File: src/rtl/fetch_unit_pkg.sv
// fetch_unit_pkg: constants, opcodes and the {pc,instr} entry type shared by fetch, decode and later stages
package fetch_unit_pkg;
  localparam logic [31:0] RESET_PC_DEF = 32'h0000_0000;
  localparam logic [31:0] NOP_INSTR    = 32'h0000_0013;
  localparam logic [6:0] OP_R      = 7'b0110011;
  localparam logic [6:0] OP_I      = 7'b0010011;
  localparam logic [6:0] OP_LOAD   = 7'b0000011;
  localparam logic [6:0] OP_STORE  = 7'b0100011;
  localparam logic [6:0] OP_BRANCH = 7'b1100011;
  localparam logic [6:0] OP_JAL    = 7'b1101111;
  localparam logic [6:0] OP_JALR   = 7'b1100111;
  localparam logic [6:0] OP_LUI    = 7'b0110111;
  localparam logic [6:0] OP_AUIPC  = 7'b0010111;
  typedef struct packed {
    logic [31:0] pc;
    logic [31:0] instr;
  } fetch_entry_t;
  function automatic logic [31:0] word_align(input logic [31:0] a);
    return a & ~32'h3;
  endfunction
endpackage

File: src/rtl/fetch_unit_if.sv
// fetch_unit_if: instruction-memory, redirect and decoder-side signals of the fetch stage
interface fetch_unit_if;
  logic        imem_req;
  logic [31:0] imem_addr;
  logic        imem_gnt;
  logic        imem_rvalid;
  logic [31:0] imem_rdata;
  logic        redirect_valid;
  logic [31:0] redirect_pc;
  logic        out_valid;
  logic        out_ready;
  logic [31:0] out_instr;
  logic [31:0] out_pc;
  modport master (
    output imem_req, imem_addr, out_valid, out_instr, out_pc,
    input  imem_gnt, imem_rvalid, imem_rdata, redirect_valid, redirect_pc, out_ready
  );
  modport slave (
    input  imem_req, imem_addr, out_valid, out_instr, out_pc,
    output imem_gnt, imem_rvalid, imem_rdata, redirect_valid, redirect_pc, out_ready
  );
endinterface

File: src/rtl/fetch_fifo.sv
// fetch_fifo: synchronous prefetch FIFO of {pc,instr} entries with flush; head is read straight from storage
module fetch_fifo import fetch_unit_pkg::*; #(
  parameter int           DEPTH     = 2,
  parameter fetch_entry_t RESET_VAL = '0
) (
  input  logic                   clk,
  input  logic                   rst,
  input  logic                   i_push,
  input  logic                   i_pop,
  input  logic                   i_flush,
  input  fetch_entry_t           i_data,
  output fetch_entry_t           o_data,
  output logic [$clog2(DEPTH):0] o_count,
  output logic                   o_full,
  output logic                   o_empty
);
  localparam int PW = $clog2(DEPTH);
  localparam int CW = PW + 1;
  fetch_entry_t  r_mem [DEPTH];
  logic [PW-1:0] r_wr, r_rd;
  logic [CW-1:0] r_count;
  always_ff @(posedge clk) begin
    if (rst) begin
      for (int i = 0; i < DEPTH; i++) r_mem[i] <= RESET_VAL;
      r_wr    <= '0;
      r_rd    <= '0;
      r_count <= '0;
    end else if (i_flush) begin
      r_wr    <= '0;
      r_rd    <= '0;
      r_count <= '0;
    end else begin
      if (i_push) begin
        r_mem[r_wr] <= i_data;
        r_wr        <= r_wr + PW'(1);
      end
      if (i_pop) r_rd <= r_rd + PW'(1);
      r_count <= r_count + CW'(i_push) - CW'(i_pop);
    end
  end
  assign o_data  = r_mem[r_rd];
  assign o_count = r_count;
  assign o_full  = r_count == CW'(DEPTH);
  assign o_empty = r_count == '0;
endmodule

File: src/rtl/fetch_unit.sv
// fetch_unit: owns the PC, issues in-order imem reads under a slot-credit rule and feeds {pc,instr} to the decoder
module fetch_unit import fetch_unit_pkg::*; #(
  parameter logic [31:0] RESET_PC   = RESET_PC_DEF,
  parameter int          FIFO_DEPTH = 2,
  parameter int          MAX_OUTST  = 2
) (
  input logic          clk,
  input logic          rst,
  fetch_unit_if.master io_bus
);
  localparam int OW = $clog2(MAX_OUTST + 1);
  localparam int CW = $clog2(FIFO_DEPTH) + 1;
  localparam fetch_entry_t RESET_ENTRY = {RESET_PC, NOP_INSTR};
  logic [31:0]   r_fetch_pc, r_resp_pc, w_used, w_target;
  logic [OW-1:0] r_outst, r_discard;
  logic [CW-1:0] w_count;
  logic          w_empty, w_full, w_pop, w_rv, w_push, w_issue, w_redir;
  fetch_entry_t  w_in, w_head;
  assign w_redir  = io_bus.redirect_valid;
  assign w_target = word_align(io_bus.redirect_pc);
  assign w_pop    = !w_empty && io_bus.out_ready;
  assign w_rv     = io_bus.imem_rvalid && r_outst != '0;
  assign w_push   = w_rv && r_discard == '0 && !w_redir && (!w_full || w_pop);
  // a head leaving this cycle frees its slot, which keeps k=1 streaming at one word per cycle
  assign w_used   = 32'(w_count) + 32'(r_outst) - 32'(w_pop);
  assign io_bus.imem_req  = !rst && !w_redir && r_outst < OW'(MAX_OUTST) && w_used < 32'(FIFO_DEPTH);
  assign io_bus.imem_addr = r_fetch_pc;
  assign w_issue = io_bus.imem_req && io_bus.imem_gnt;
  assign w_in    = {r_resp_pc, io_bus.imem_rdata};
  assign io_bus.out_valid = !w_empty;
  assign io_bus.out_pc    = w_head.pc;
  assign io_bus.out_instr = w_head.instr;
  fetch_fifo #(.DEPTH(FIFO_DEPTH), .RESET_VAL(RESET_ENTRY)) u_fifo (
    .clk     (clk),
    .rst     (rst),
    .i_push  (w_push),
    .i_pop   (w_pop),
    .i_flush (w_redir),
    .i_data  (w_in),
    .o_data  (w_head),
    .o_count (w_count),
    .o_full  (w_full),
    .o_empty (w_empty)
  );
  // after a redirect every request still in flight belongs to the old stream
  always_ff @(posedge clk) begin
    if (rst) begin
      r_fetch_pc <= RESET_PC;
      r_resp_pc  <= RESET_PC;
      r_outst    <= '0;
      r_discard  <= '0;
    end else if (w_redir) begin
      r_fetch_pc <= w_target;
      r_resp_pc  <= w_target;
      r_outst    <= r_outst - OW'(w_rv);
      r_discard  <= r_outst - OW'(w_rv);
    end else begin
      if (w_issue) r_fetch_pc <= r_fetch_pc + 32'd4;
      if (w_push) r_resp_pc <= r_resp_pc + 32'd4;
      r_outst <= r_outst + OW'(w_issue) - OW'(w_rv);
      if (w_rv && r_discard != '0) r_discard <= r_discard - OW'(1);
    end
  end
endmodule

File: src/flat_wrapper.sv
// flat-port wrapper written by rule: the top's interface ports become plain ports
module fetch_unit_flat import fetch_unit_pkg::*;
#(
  parameter logic [31:0] RESET_PC   = RESET_PC_DEF,
  parameter int          FIFO_DEPTH = 2,
  parameter int          MAX_OUTST  = 2
)
  (clk, rst, io_bus_imem_req, io_bus_imem_addr, io_bus_out_valid, io_bus_out_instr, io_bus_out_pc, io_bus_imem_gnt, io_bus_imem_rvalid, io_bus_imem_rdata, io_bus_redirect_valid, io_bus_redirect_pc, io_bus_out_ready);
  fetch_unit_if io_bus_i ();
  input logic clk;
  input logic rst;
  output wire logic [$bits(io_bus_i.imem_req)-1:0] io_bus_imem_req;
  output wire logic [$bits(io_bus_i.imem_addr)-1:0] io_bus_imem_addr;
  output wire logic [$bits(io_bus_i.out_valid)-1:0] io_bus_out_valid;
  output wire logic [$bits(io_bus_i.out_instr)-1:0] io_bus_out_instr;
  output wire logic [$bits(io_bus_i.out_pc)-1:0] io_bus_out_pc;
  input wire logic [$bits(io_bus_i.imem_gnt)-1:0] io_bus_imem_gnt;
  input wire logic [$bits(io_bus_i.imem_rvalid)-1:0] io_bus_imem_rvalid;
  input wire logic [$bits(io_bus_i.imem_rdata)-1:0] io_bus_imem_rdata;
  input wire logic [$bits(io_bus_i.redirect_valid)-1:0] io_bus_redirect_valid;
  input wire logic [$bits(io_bus_i.redirect_pc)-1:0] io_bus_redirect_pc;
  input wire logic [$bits(io_bus_i.out_ready)-1:0] io_bus_out_ready;
  assign io_bus_imem_req = io_bus_i.imem_req;
  assign io_bus_imem_addr = io_bus_i.imem_addr;
  assign io_bus_out_valid = io_bus_i.out_valid;
  assign io_bus_out_instr = io_bus_i.out_instr;
  assign io_bus_out_pc = io_bus_i.out_pc;
  assign io_bus_i.imem_gnt = io_bus_imem_gnt;
  assign io_bus_i.imem_rvalid = io_bus_imem_rvalid;
  assign io_bus_i.imem_rdata = io_bus_imem_rdata;
  assign io_bus_i.redirect_valid = io_bus_redirect_valid;
  assign io_bus_i.redirect_pc = io_bus_redirect_pc;
  assign io_bus_i.out_ready = io_bus_out_ready;
  fetch_unit #(.RESET_PC(RESET_PC), .FIFO_DEPTH(FIFO_DEPTH), .MAX_OUTST(MAX_OUTST)) u_core (.clk(clk), .rst(rst), .io_bus(io_bus_i));
endmodule
File: config.mk
export PLATFORM = sky130hd
export DESIGN_NAME = fetch_unit_flat
export DESIGN_NICKNAME = d
export VERILOG_FILES = /design/src/rtl/fetch_unit_pkg.sv /design/src/rtl/fetch_unit_if.sv /design/src/rtl/fetch_fifo.sv /design/src/rtl/fetch_unit.sv /design/src/flat_wrapper.sv
export SDC_FILE = /design/constraint.sdc
export NUM_CORES = 1
export LEC_CHECK = 0
export BUFFER_PORTS_ARGS = -buffer_cell sky130_fd_sc_hd__clkbuf_2
export CORE_MARGIN = 3
export CORE_UTILIZATION = 61
export DETAILED_ROUTE_END_ITERATION = 10
export GPL_TIMING_DRIVEN = 1
export HOLD_SLACK_MARGIN = 0.02
export PLACE_DENSITY_LB_ADDON = 0.08
export SYNTH_ARGS = -nofsm -noshare
export SYNTH_HDL_FRONTEND = slang
export SYNTH_SLANG_ARGS = --single-unit
File: constraint.sdc
create_clock -name clk -period 13.9 [get_ports clk]
set_clock_uncertainty 0.05 [all_clocks]
set_input_delay 0.695 -clock clk [delete_from_list [all_inputs] [get_ports clk]]
set_output_delay 0.695 -clock clk [all_outputs]
set_load 0.05 [all_outputs]
Word-level counts from Yosys, hierarchy flattened
Memories as Yosys holds them, arrays and structs flattened. A register that Yosys moved wholly into a read port is not among the register bits.
Index checks and enable logic that the tools add are counted.
{"block": "classes", "order_cmp": 2, "n_eq_ne": 1, "n_mux": 18, "reduce_logical": 24, "addsub": 12}
{"cell": "$mux 32", "count": 4}
{"cell": "$add 32x3->32 const B", "count": 2}
{"cell": "$mux 64", "count": 1}
{"cell": "$reduce_or 64->1", "count": 1}
{"cell": "$lt 32x2->1 const B", "count": 1}
{"cell": "$sub 32x1->32", "count": 1}
{"cell": "$logic_and 1x1->1", "count": 10}
{"cell": "$mux 1", "count": 10}
{"cell": "$reduce_bool 2->1", "count": 5}
{"cell": "$mux 2", "count": 3}
{"cell": "$sub 2x1->2", "count": 3}
{"cell": "$add 2x1->2", "count": 2}
{"cell": "$logic_not 1->1", "count": 4}
{"cell": "$logic_not 2->1", "count": 2}
{"cell": "$add 2x2->3", "count": 1}
{"cell": "$add 1x1->1 const B", "count": 2}
{"cell": "$eq 2x2->1 const B", "count": 1}
{"cell": "$lt 2x2->1 const B", "count": 1}
{"cell": "$reduce_or 2->1", "count": 1}
{"cell": "$sub 2x1->2 const B", "count": 1}
{"cell": "$logic_or 1x1->1", "count": 1}
{"block": "totals", "word_cells": 67, "regBits": 72, "in_bits": 70, "n_memories": 1, "out_inout_bits": 98, "mem_bits_rw": 128}
{"memory": "u_core.u_fifo.r_mem", "words": 2, "word_bits": 64, "rd": 1, "rd_ports_with_merged_regs": 1, "write_ports": 2, "line_no": "fetch_fifo.sv:19", "text": "fetch_entry_t r_mem [DEPTH];"}

Depth between registers and ports, before layout
Gate-level depths: netlist of the first run.
{"block": "logic_depth", "depth_word": 11, "mapped_depth": 13, "depth_no_buf": 13}

Cells and area by module
Synthesis of the first run repeated with hierarchy kept, for this count alone.
{"block": "unflattened", "hier_cells": 856, "area_unflattened_um2": 9873.2}
{"mod": "fetch_fifo", "n_inst": 1, "area_per_inst_um2": 5931.9, "seq_area_each_um2": 3943.8, "cells_each": 384}
{"mod": "fetch_unit", "n_inst": 1, "area_per_inst_um2": 3941.3, "seq_area_each_um2": 1281.2, "cells_each": 472}

Least setup slack after synthesis of the first run
No wires, ideal clock.
{"block": "synth_timing", "path_kind": "in2reg", "startpoint": "input io_bus_redirect_valid", "endpoint": "memory u_core.u_fifo.r_mem[0][0] in the netlist's numbering (enable)", "setup_ps": 574, "arrival_ps": 5644, "stages": 3, "setup_slack_ps": 7632, "n_path_buf": 2, "t_required_ps": 13276, "cell_sequence": "buf_6 -> clkbuf_1 -> o31ai_1"}
{"item": "start: declaration", "line_no": "flat_wrapper.sv:20", "text": "input wire logic [$bits(io_bus_i.redirect_valid)-1:0] io_bus_redirect_valid;"}
{"item": "end: declaration", "line_no": "fetch_fifo.sv:19"}

Worst setup path in the final report of the first run
{"block": "layout_timing", "startpoint": "register u_core.u_fifo.r_count[0] (netlist: u_core.u_fifo.o_count[0])", "endpoint": "output io_bus_imem_req"}
{"block": "layout_via", "elab_chain_cells": 6, "word_cells_on_any_way": 7, "classes_between": "add/sub: 2; order compare: 1; reduce/logical: 4"}
{"item": "start: declaration", "line_no": "fetch_fifo.sv:21", "text": "logic [CW-1:0] r_count;"}
{"item": "start signal: assignment", "line_no": "fetch_fifo.sv:38", "text": "r_count <= r_count + CW'(i_push) - CW'(i_pop);"}
{"item": "parallel branches: the longest is 3 deep, another holds $add 2x2->3"}
{"item": "$sub 32x1->32 *", "line_no": "fetch_unit.sv:25", "text": "assign w_used = 32'(w_count) + 32'(r_outst) - 32'(w_pop);"}
{"item": "$lt 32x2->1 *", "line_no": "fetch_unit.sv:26", "text": "assign io_bus.imem_req = !rst && !w_redir && r_outst < OW'(MAX_OUTST) && w_used < 32'(FIFO_DEPTH);"}
{"item": "$logic_and 1x1->1 *", "line_no": "fetch_unit.sv:26"}
{"item": "end: declaration", "line_no": "flat_wrapper.sv:12", "text": "output wire logic [$bits(io_bus_i.imem_req)-1:0] io_bus_imem_req;"}
Mark *: on every way between the ends.

==> results of run 1 <==
## synthesized netlist by cell type, drive strengths merged, types with 2 or more instances
cell type  number  area [sq um]
a211oi         14           105
a21boi         21           158
a21oi          13          68.8
a311oi          2          17.5
a31oi          11          68.8
and2          120           751
and3            8          55.1
and4            3          26.3
buf            10          67.6
clkbuf         36           144
dfxtp          69          1380
edfxtp        124          3720
ha             10           125
inv            21          81.3
mux2           63           709
mux2i           2          20.0
nand2          47           176
nand2b          7          43.8
nand3          25           135
nand3b          2          15.0
nand4          28           206
nor2           32           123
nor3            8          45.0
nor4           12           156
o211ai          8          73.8
o21a           18           135
o21ai          10          61.3
o311ai          5          43.8
or3             9          66.3
xnor2          16           140
xor2           32           280
## metal layers
metal | track usage | part of all wire | wire (microns) | vias to the layer above
met2 | 0.423 | 0.47 | 10300 | 267
met1 | 0.340 | 0.42 | 9150 | 3221
met3 | 0.0528 | 0.071 | 1540 | 48
li1 | - | - | - | 3191
met4 | 0.111 | 0.032 | 683 | 0
met5 | 0 | 0 | 0 | -
## power by group through the flow
stage               Clock [mW]  Sequential (mW)  Combinational, mW
global route             0.513            0.688              0.292
finish                   0.486            0.682              0.273
floorplan                    0            0.710              0.185
detailed placement           0            0.695              0.272
global placement             0            0.692              0.268
CTS                      0.493            0.682              0.273
## how the worst max path moves through the flow
stage / startpoint / end / slack [ns]
floorplan: io_bus_redirect_valid / u_core.u_fifo.r_mem[0][0]$_SDFFCE_PN1P_ / 7.63
global placement: u_core.u_fifo.o_count[0]$_SDFF_PP0_ / u_core.r_outst[0]$_SDFF_PP0_ / 10.45
detailed placement: u_core.u_fifo.o_count[0]$_SDFF_PP0_ / u_core.r_outst[0]$_SDFF_PP0_ / 10.37
CTS: u_core.u_fifo.o_count[0]$_SDFF_PP0_ / io_bus_imem_req / 10.03
global route: u_core.u_fifo.o_count[0]$_SDFF_PP0_ / io_bus_imem_req / 9.91
finish: u_core.u_fifo.o_count[0]$_SDFF_PP0_ / io_bus_imem_req / 10.04
## flip-flops by register name (all words and copies together) (netlist names), named ones only
signal and cells:
u_core.u_fifo.r_mem 124, u_core.io_bus.imem_addr 30, u_core.r_resp_pc 30, u_core.r_discard 2, u_core.r_outst 2, u_core.u_fifo.o_count 2, u_core.u_fifo.r_rd 1, u_core.u_fifo.r_wr 1
## critical path, stage by stage (launching register included)
cell      delay, ns
dfxtp_1        0.39
ha_1           0.24
fa_1           0.52
inv_1          0.05
ha_1           0.19
ha_1           0.27
and4bb_2       0.26
o211ai_4       0.17
inv_4          0.26
clkbuf_2       0.32
## per-stage QoR
step	instances	total power, mW	setup slack [ns]	hold slack (ns)
finish	1147	1.44	10.04	0.468
global route	1147	1.49	9.91	0.466
CTS	1147	1.45	10.03	0.446
detailed placement	1115	0.967	10.37	0.442
global placement	1115	0.960	10.45	0.437
floorplan	808	0.895	7.63	0.422
## layout by cell type (no fill, tap or decap), drive strengths merged, types with 13 or more instances in the layout
cell / Yosys / layout
nand3: 25 / 25
nand4: 28 / 28
xor2: 32 / 32
edfxtp: 124 / 124
clkbuf: 36 / 178
inv: 21 / 31
and2: 120 / 120
a21oi: 13 / 13
a21boi: 21 / 21
mux2: 63 / 63
o21a: 18 / 18
nor2: 32 / 32
a211oi: 14 / 14
dfxtp: 69 / 69
xnor2: 16 / 16
nand2: 47 / 47
## kinds of logic after synthesis
kind of cell / count (synthesis) / synth area share
simple gates: 308 / 0.199
flops: 193 / 0.545
compound gates: 111 / 0.0863
buf+inv: 68 / 0.0316
mux: 65 / 0.0778
xor+xnor: 48 / 0.0449
fa+ha+maj: 11 / 0.0155
other cells: 1 / 0.000400
## area by class of cell
cell class / count / share of cell area
sequential: 193 / 0.470
clock inverter: 15 / 0.0146
multi-input combinational: 547 / 0.368
tap: 184 / 0.0212
timing repair buffer: 169 / 0.0796
clock buffer: 17 / 0.0391
inverter: 22 / 0.00782
==> results_dict.tcl, run 1 <==
set metrics [dict create \
    holdBufCountCts 0 \
    r2r-start "u_core.u_fifo.o_count[0]$_SDFF_PP0_" \
    status "complete, no violations" \
    hold_violations 0 \
    place_congestion 0.984 \
    drive_above_1_share 0.305 \
    design_area_sq_mm 0.0109 \
    detail_route.wl_per_cell_microns 18.9 \
    setup_viol 0 \
    crit_arrival_ns 3.11 \
    seqPwrFrac 0.473 \
    antenna-diode-count 0 \
    cp_max_fo 16 \
    syn_to_final_growth_pct 16.1 \
    p_leak_nw 4.29 \
    routed_wirelength_microns 21600 \
    num-nets-final 1031 \
    cts_resized 0 \
    fin_util 0.737 \
    power.switching_mw 0.454 \
    end_kind "primary output" \
    fmax_mhz 259 \
    ir_drop_mv 0.0888 \
    row_count 44 \
    cts_buffers 17 \
    internal-power_mw 0.987 \
    clkTransAtPathRegs_ns 0.07 \
    rsz0062_at_grt "false" \
    setup_tns_ns 0 \
    first_iter_violations 544 \
    ys_seq_area_frac 0.545 \
    clk_latency_ns 0.43 \
    cts_root_buf "clkbuf_16" \
    clkPwrFrac 0.337 \
    die-width_microns 130 \
    firstDrtPassIters 5 \
    rrSetupSlack_ns 10.35 \
    period_share 0.278 \
    async_flop_share 0 \
    io_buffers 161 \
    htree_levels 4 \
    avgSynthCellArea_sq_um 11.6 \
    multiInputGateArea_sq_mm 0.00400 \
    hp-class "reg -> reg" \
    cts_setup_buffers 0 \
    ys_types 68 \
    viasPerCell 5.86 \
    core_sq_mm 0.0148 \
    pin_count 168 \
    synth-edff-count 124 \
    comb_power_share 0.189 \
    initial_core_util 0.635 \
    hp-start "u_core.u_fifo.r_rd$_SDFFE_PP0P_" \
    fillers 1048 \
    place_hpwl_microns 14700 \
    grtUsageTotal 0.260 \
    antenna_found_initial 0 \
    die_area_sq_mm 0.0169 \
    clkSinkCount 193 \
    vias 6727 \
    synth_cells 805 \
    switching_share 0.315 \
    drv_slew 0 \
    grt-ovfl-total 0 \
    worstMarginPinSlew_ns 0.858 \
    tritoncts "done" \
    drc 0 \
    grt_max_degree 84 \
    critical_path_class "reg -> out" \
    r2r_end "u_core.r_outst[0]$_SDFF_PP0_" \
    cts_buffer_depth 2 \
    route.antenna.remaining_nets 0 \
    ys_seq_elements 193 \
    seq_area_sq_mm 0.00511 \
    crit_path_start_kind "register" \
    die_h_microns 130 \
    cp_data_required_time_ns 13.15 \
    p_per_area_mw_per_mm2 133 \
    synthFlopType "edfxtp_1" \
    slew_headroom 0.428 \
    grt_pass1_vias 6631 \
    syn_area_sq_mm 0.00937 \
    rr_worst_depth 13 \
    min_period_ns 3.86 \
    cap_violations 0 \
    grt_pass1_wl_microns 33900 \
    hold_depth 2 \
    place_area_sq_mm 0.0103 \
    synth-warning-count 0 \
]
Power figures use the tool's default switching activity.
==> inputs of run 2 (changes only) <==
Settings changed: ABC_AREA set to 1, CORE_UTILIZATION 61 to 57.
Clock period 13.9 ns to 3.9 ns, I/O delays scaled along.
==> run 2 against run 1 <==
Critical path depth is 4 higher. Clock power grew to 3.6 times the previous value. Register-to-register slack worse by 9.5 ns. Count of clock-buffer cells in the layout is 3 higher. Largest cell class unchanged.
==> results_dict.tcl, run 2 <==
set metrics [dict create \
    status "complete, no violations" \
    hp-class "in -> reg" \
    synth_fa_ha_area_frac 0.0148 \
    synth_commonest_cells "nand2_1 (245), nor2_1 (224), inv_1 (140), edfxtp_1 (124), dfxtp_1 (69)" \
    synth_cells 1160 \
    worst_slack_ns 0.850 \
    hold_depth 3 \
    r2r-start "u_core.u_fifo.o_count[0]$_SDFF_PP0_" \
    grt_pass1_vias 7642 \
    synth_mux_area_frac 0.0710 \
    grt_max_degree 60 \
    clkPwrFrac 0.357 \
    layout_commonest_cell "nand2_1" \
    hp-start "io_bus_imem_rdata[23]" \
    tritoncts "done" \
    num-nets-final 1421 \
    drc 0 \
    synth-warning-count 0 \
    viasPerCell 5.27 \
    holdBufCountCts 29 \
    drive_above_1_share 0.211 \
    pre_cts_slack_ns 0.852 \
    design_area_sq_mm 0.0117 \
    io_buffers 161 \
    rsz0062_at_grt "false" \
    rrSetupSlack_ns 0.85 \
    die_area_sq_mm 0.0189 \
    antenna_found_initial 1 \
    yosys-top-cells-area "edfxtp_1 (38%), dfxtp_1 (14%), nand2_1 (9.4%), nor2_1 (8.6%), mux2_2 (7.1%)" \
    slew_headroom 0.467 \
    yosysTopAreaCell "edfxtp_1" \
    ys_seq_elements 193 \
    rr_worst_depth 13 \
    comb_power_share 0.161 \
    crit_arrival_ns 3.33 \
    cts_root_buf "clkbuf_16" \
    antenna-diode-count 0 \
    initial_core_util 0.587 \
    synth-edff-count 124 \
    async_flop_share 0 \
    drv_slew 0 \
    min_to "u_core.u_fifo.r_mem[0][23]$_SDFFCE_PN0P_" \
    hold_violations 0 \
    ys_seq_area_frac 0.519 \
    r2r_end "u_core.r_outst[0]$_SDFF_PP0_" \
    syn_area_sq_mm 0.00983 \
    pin_count 168 \
    synth_top_area_share 0.379 \
    syn_to_final_growth_pct 19.2 \
    clkTransAtPathRegs_ns 0.07 \
    synth_top_family_by_area "simple AND/OR/NAND/NOR gates" \
    end_kind "register" \
    vias 8285 \
    grtUsageTotal 0.250 \
    p_leak_nw 4.95 \
    seqPwrFrac 0.482 \
    htree_levels 4 \
    switching_share 0.289 \
    synth-simple-area-share 0.231 \
    cts_buffers 17 \
    largest_reg_flops 124 \
    place_congestion 0.934 \
    yosys.area_share.xor_xnor 0.0205 \
    period_share 0.782 \
    ys_types 40 \
    row_count 47 \
    place_area_sq_mm 0.0108 \
    grt-ovfl-total 0 \
    die-width_microns 137 \
    synth_compound_area_frac 0.0673 \
    cts_resized 0 \
    clkSinkCount 193 \
    clk_latency_ns 0.44 \
    critical_path_class "reg -> reg" \
    power.switching_mw 1.42 \
    synth.most_common_cell "nand2_1" \
    setup_viol 0 \
    avgSynthCellArea_sq_um 8.48 \
    first_iter_violations 511 \
    synthFlopType "edfxtp_1" \
    cts_buffer_depth 2 \
    min_period_ns 3.05 \
    p_per_area_mw_per_mm2 417 \
    internal-power_mw 3.47 \
    setup_tns_ns 0 \
    largest-register "u_core.u_fifo.r_mem" \
    fmax_mhz 328 \
    die_h_microns 137 \
    detail_route.wl_per_cell_microns 14.8 \
    ir_drop_mv 0.354 \
    place_hpwl_microns 16200 \
    cp_data_required_time_ns 4.18 \
    grt_pass1_wl_microns 36700 \
    cap_violations 0 \
    cp_max_fo 24 \
    routed_wirelength_microns 23300 \
    route.antenna.remaining_nets 0 \
    cts_setup_buffers 0 \
    firstDrtPassIters 5 \
    worstMarginPinSlew_ns 0.800 \
    core_sq_mm 0.0168 \
    final_cell_mix "nand2_1 (243), nor2_1 (224), clkbuf_2 (161)" \
    crit_path_start_kind "register" \
]
==> run 2: cell types whose count changed in the layout (fill, tap and decap cells not counted), sizes merged, moves of 14 or more <==
cell / previous run / this run
dlygate4sd3: 0 / 30
inv: 31 / 153
a211oi: 14 / 0
o21a: 18 / 1
a21oi: 13 / 57
nor2: 32 / 227
o21ai: 10 / 51
nand4: 28 / 5
nand3: 25 / 54
a21boi: 21 / 0
nand2: 47 / 248
and2: 120 / 0
==> run 2: per-layer routing <==
metal | global-route usage | up-vias | part of all wire
met1 | 0.333 | 3831 | 0.43
met4 | 0.0831 | 2 | 0.020
met3 | 0.0427 | 39 | 0.072
met2 | 0.417 | 308 | 0.48
li1 | - | 4105 | -
met5 | 0 | - | 0.00086
==> run 2: stage by stage <==
step	std cells	hold WS [ns]	util	total power [mW]
6_report	1573	0.0272	0.699	4.89
5_1_grt	1573	0.0248	0.699	5.09
4_1_cts	1572	0.0212	0.699	4.91
3_5_place_dp	1511	0.386	0.646	3.16
3_3_place_gp	1511	0.380	0.646	3.15
2_1_floorplan	1163	0.255	-	2.96
==> run 2: cells by family after synthesis <==
| group | Yosys count |
|---|---|
| buf+inv | 189 |
| other cells | 1 |
| simple gates | 556 |
| fa+ha+maj | 11 |
| xor+xnor | 23 |
| compound gates | 125 |
| mux | 62 |
| flops | 193 |
==> run 2: worst max-delay path by stage <==
stage | from | end | slack, ns | cells after the start
after floorplan | u_core.r_discard[0]$_SDFFE_PP0P_ | u_core.u_fifo.r_mem[0][0]$_SDFFCE_PN1P_ | 0.85 | 7
after global placement | u_core.u_fifo.o_count[0]$_SDFF_PP0_ | u_core.r_outst[0]$_SDFF_PP0_ | 0.86 | 13
after detailed placement | u_core.u_fifo.o_count[0]$_SDFF_PP0_ | u_core.r_outst[0]$_SDFF_PP0_ | 0.85 | 13
after CTS | u_core.u_fifo.o_count[0]$_SDFF_PP0_ | u_core.r_outst[0]$_SDFF_PP0_ | 0.84 | 13
after global routing | u_core.u_fifo.o_count[0]$_SDFF_PP0_ | u_core.r_outst[0]$_SDFF_PP0_ | 0.65 | 13
final | u_core.u_fifo.o_count[0]$_SDFF_PP0_ | u_core.r_outst[0]$_SDFF_PP0_ | 0.85 | 13
==> run 2: area by class of cell <==
| class | count | area [sq um] |
|---|---|---|
| inverter | 147 | 557 |
| clock buffer | 20 | 437 |
| timing repair buffer | 200 | 1200 |
| multi-input combinational | 781 | 4000 |
| clock inverter | 12 | 149 |
| fill | 1389 | 5040 |
| sequential | 193 | 5110 |
| tap | 220 | 275 |
==> run 2: critical path, cell delays in order (launching register included) <==
cell and delay [ns]:
dfxtp_1 0.32, ha_1 0.20, fa_1 0.51, inv_1 0.05
ha_1 0.19, ha_1 0.27, nand2_1 0.04, inv_1 0.04
nand2_1 0.05, nor2_2 0.14, nand3_4 0.18, inv_2 0.39
ha_1 0.32, a22o_1 0.19
==> run 2: power groups by stage <==
| stage | Clock [mW] | Sequential (mW) | Combinational [mW] |
|---|---|---|---|
| CTS | 1.76 | 2.35 | 0.788 |
| finish | 1.75 | 2.36 | 0.787 |
| global route | 1.86 | 2.37 | 0.859 |
| detailed placement | 0 | 2.40 | 0.762 |
| floorplan | 0 | 2.46 | 0.503 |
| global placement | 0 | 2.39 | 0.754 |
==> inputs of run 3 (changes only) <==
Clock period 3.9 ns to 2.9 ns, I/O delays scaled along.
==> run 3 against run 2 <==
Count of clock-buffer cells in the layout decreased by 2. Die area unchanged. Register-to-register slack got worse by 0.62 ns. Routed wire length increased by 0.55%. Final cell count increased by 1.0%. Flip-flop and latch count unchanged. Clock power increased by 23%. Sequential power increased by 34%. Worst setup slack got worse by 0.70 ns. Total power increased by 31%. Sequential share of layout area decreased by 0.61 points. Utilization increased by 0.99 points. Critical path type is now reg -> out. Critical endpoint is now io_bus_imem_req. Largest cell class unchanged. Largest power group unchanged. Highest routed layer is now met4.
==> results_dict.tcl, run 3 (synthesis gave the netlist of run 2 again) <==
set metrics [dict create \
    die_h_microns 137 \
    die-width_microns 137 \
    vias 8199 \
    num-nets-final 1437 \
    largest-register "u_core.u_fifo.r_mem" \
    route.antenna.remaining_nets 0 \
    initial_core_util 0.587 \
    antenna_found_initial 0 \
    worstMarginPinSlew_ns 0.666 \
    worst_path_max_delay_cell "fa_1" \
    drc 0 \
    clk_latency_ns 0.43 \
    r2r_end "u_core.io_bus.imem_addr[17]$_SDFFE_PP0P_" \
    htree_levels 4 \
    fillers 1315 \
    cts_root_buf "clkbuf_16" \
    tritoncts "done" \
    slew_headroom 0.556 \
    r2r-start "u_core.r_outst[0]$_SDFF_PP0_" \
    first_iter_violations 483 \
    fin_cells 1589 \
    clkTransAtPathRegs_ns 0.07 \
    setup_viol 0 \
    pin_count 168 \
    firstDrtPassIters 5 \
    drv_slew 0 \
    worst_slack_ns 0.154 \
    grt-ovfl-total 0 \
    design_area_sq_mm 0.0119 \
    cap_violations 0 \
    layout_commonest_cell "nand2_1" \
    rsz0062_at_grt "false" \
    die_area_sq_mm 0.0189 \
    comb_power_share 0.170 \
    p_total_mw 6.42 \
    place_congestion 0.973 \
    io_buffers 161 \
    antenna-diode-count 0 \
    fin_util 0.709 \
    fmax_mhz 364 \
    clkPwrFrac 0.336 \
    crit_arrival_ns 2.55 \
    ir_drop_mv 0.439 \
    setup_tns_ns 0 \
    internal-power_mw 4.51 \
    routed_wirelength_microns 23400 \
    grt_pass1_wl_microns 37700 \
    period_share 0.947 \
    cts_buffers 17 \
    row_count 47 \
    hold_depth 5 \
    power.switching_mw 1.91 \
    place_hpwl_microns 16400 \
    cp_max_fo 3 \
    cpPeakStageDelay_ns 0.52 \
    grt_pass1_vias 7698 \
    crit_path_start "u_core.r_outst[0]$_SDFF_PP0_" \
    crit_chain "ha_1 -> fa_1 -> inv_1 -> ha_1 -> ha_1 -> nand2_1 -> inv_1 -> nand2_1 -> nor2_4 -> nand2_1 -> inv_1 -> buf_4" \
    place_inst 1514 \
    drive_above_1_share 0.210 \
    hold_violations 0 \
    crit_path_start_kind "register" \
    cts_buffer_depth 2 \
    place_area_sq_mm 0.0109 \
    multiInputGateArea_sq_mm 0.00400 \
    final_cell_mix "nand2_1 (243), nor2_1 (224), clkbuf_2 (160)" \
    status "complete, no violations" \
    hp-start "io_bus_redirect_pc[12]" \
    clkSinkCount 193 \
    viasPerCell 5.16 \
    grtUsageTotal 0.256 \
    syn_to_final_growth_pct 20.9 \
    grt_max_degree 60 \
    hp-class "in -> reg" \
    rrSetupSlack_ns 0.23 \
    p_per_area_mw_per_mm2 540 \
    core_sq_mm 0.0168 \
    detail_route.wl_per_cell_microns 14.8 \
    rr_worst_depth 15 \
    switching_share 0.297 \
    seqPwrFrac 0.493 \
    pre_cts_slack_ns 0.226 \
    min_period_ns 2.75 \
    cp_data_required_time_ns 2.71 \
    min_to "u_core.io_bus.imem_addr[12]$_SDFFE_PP0P_" \
    seq_area_sq_mm 0.00511 \
    p_leak_nw 5.01 \
    critical_path_class "reg -> out" \
    holdWs_ns 0.0423 \
    end_kind "primary output" \
    largest_reg_flops 124 \
]
## run 3: worst max path at each step
stage / slack, ns / depth (start not counted) / end
after floorplan: 0.21 / 14 / u_core.r_outst[0]$_SDFF_PP0_
after global placement: 0.27 / 15 / u_core.io_bus.imem_addr[17]$_SDFFE_PP0P_
after detailed placement: 0.23 / 15 / u_core.io_bus.imem_addr[17]$_SDFFE_PP0P_
after CTS: 0.04 / 12 / io_bus_imem_req
after global routing: 0.03 / 12 / io_bus_imem_req
final: 0.15 / 12 / io_bus_imem_req
## run 3: what timing repair did
item,4_1_cts,5_1_grt
endpoints found under the setup margin,0,1
resized for setup,0,4
hold endpoints to repair,78,0
hold buffers,43,0
buffers inserted,0,0
## run 3: layout make-up
class	count	area share
flip-flops and latches	193	0.430
multi-input cells	781	0.337
repair buffers	216	0.118
inverters	147	0.0469
clock buffers	18	0.0361
well taps	220	0.0232
clock inverters	14	0.00937
## run 3: per-layer routing
layer | GRT usage | up-vias | part of all wire
met5 | 0 | - | 0
met4 | 0.0710 | 0 | 0.016
met3 | 0.0431 | 27 | 0.072
met2 | 0.427 | 283 | 0.48
met1 | 0.347 | 3755 | 0.43
li1 | - | 4134 | -
## run 3: critical path, delay by kind of cell (launching register included)
kind	cells	cell delay, ns
adders and majority gates	4	1.18
DFF	1	0.33
buffers and inverters	4	0.33
and+or+nand+nor	4	0.29
## run 3: power by group through the flow
stage	Combinational (mW)	Sequential, mW	Clock, mW
global placement	1.03	3.22	0
CTS	1.09	3.17	2.17
floorplan	0.677	3.30	0
finish	1.09	3.17	2.16
global route	1.19	3.19	2.31
detailed placement	1.04	3.23	0
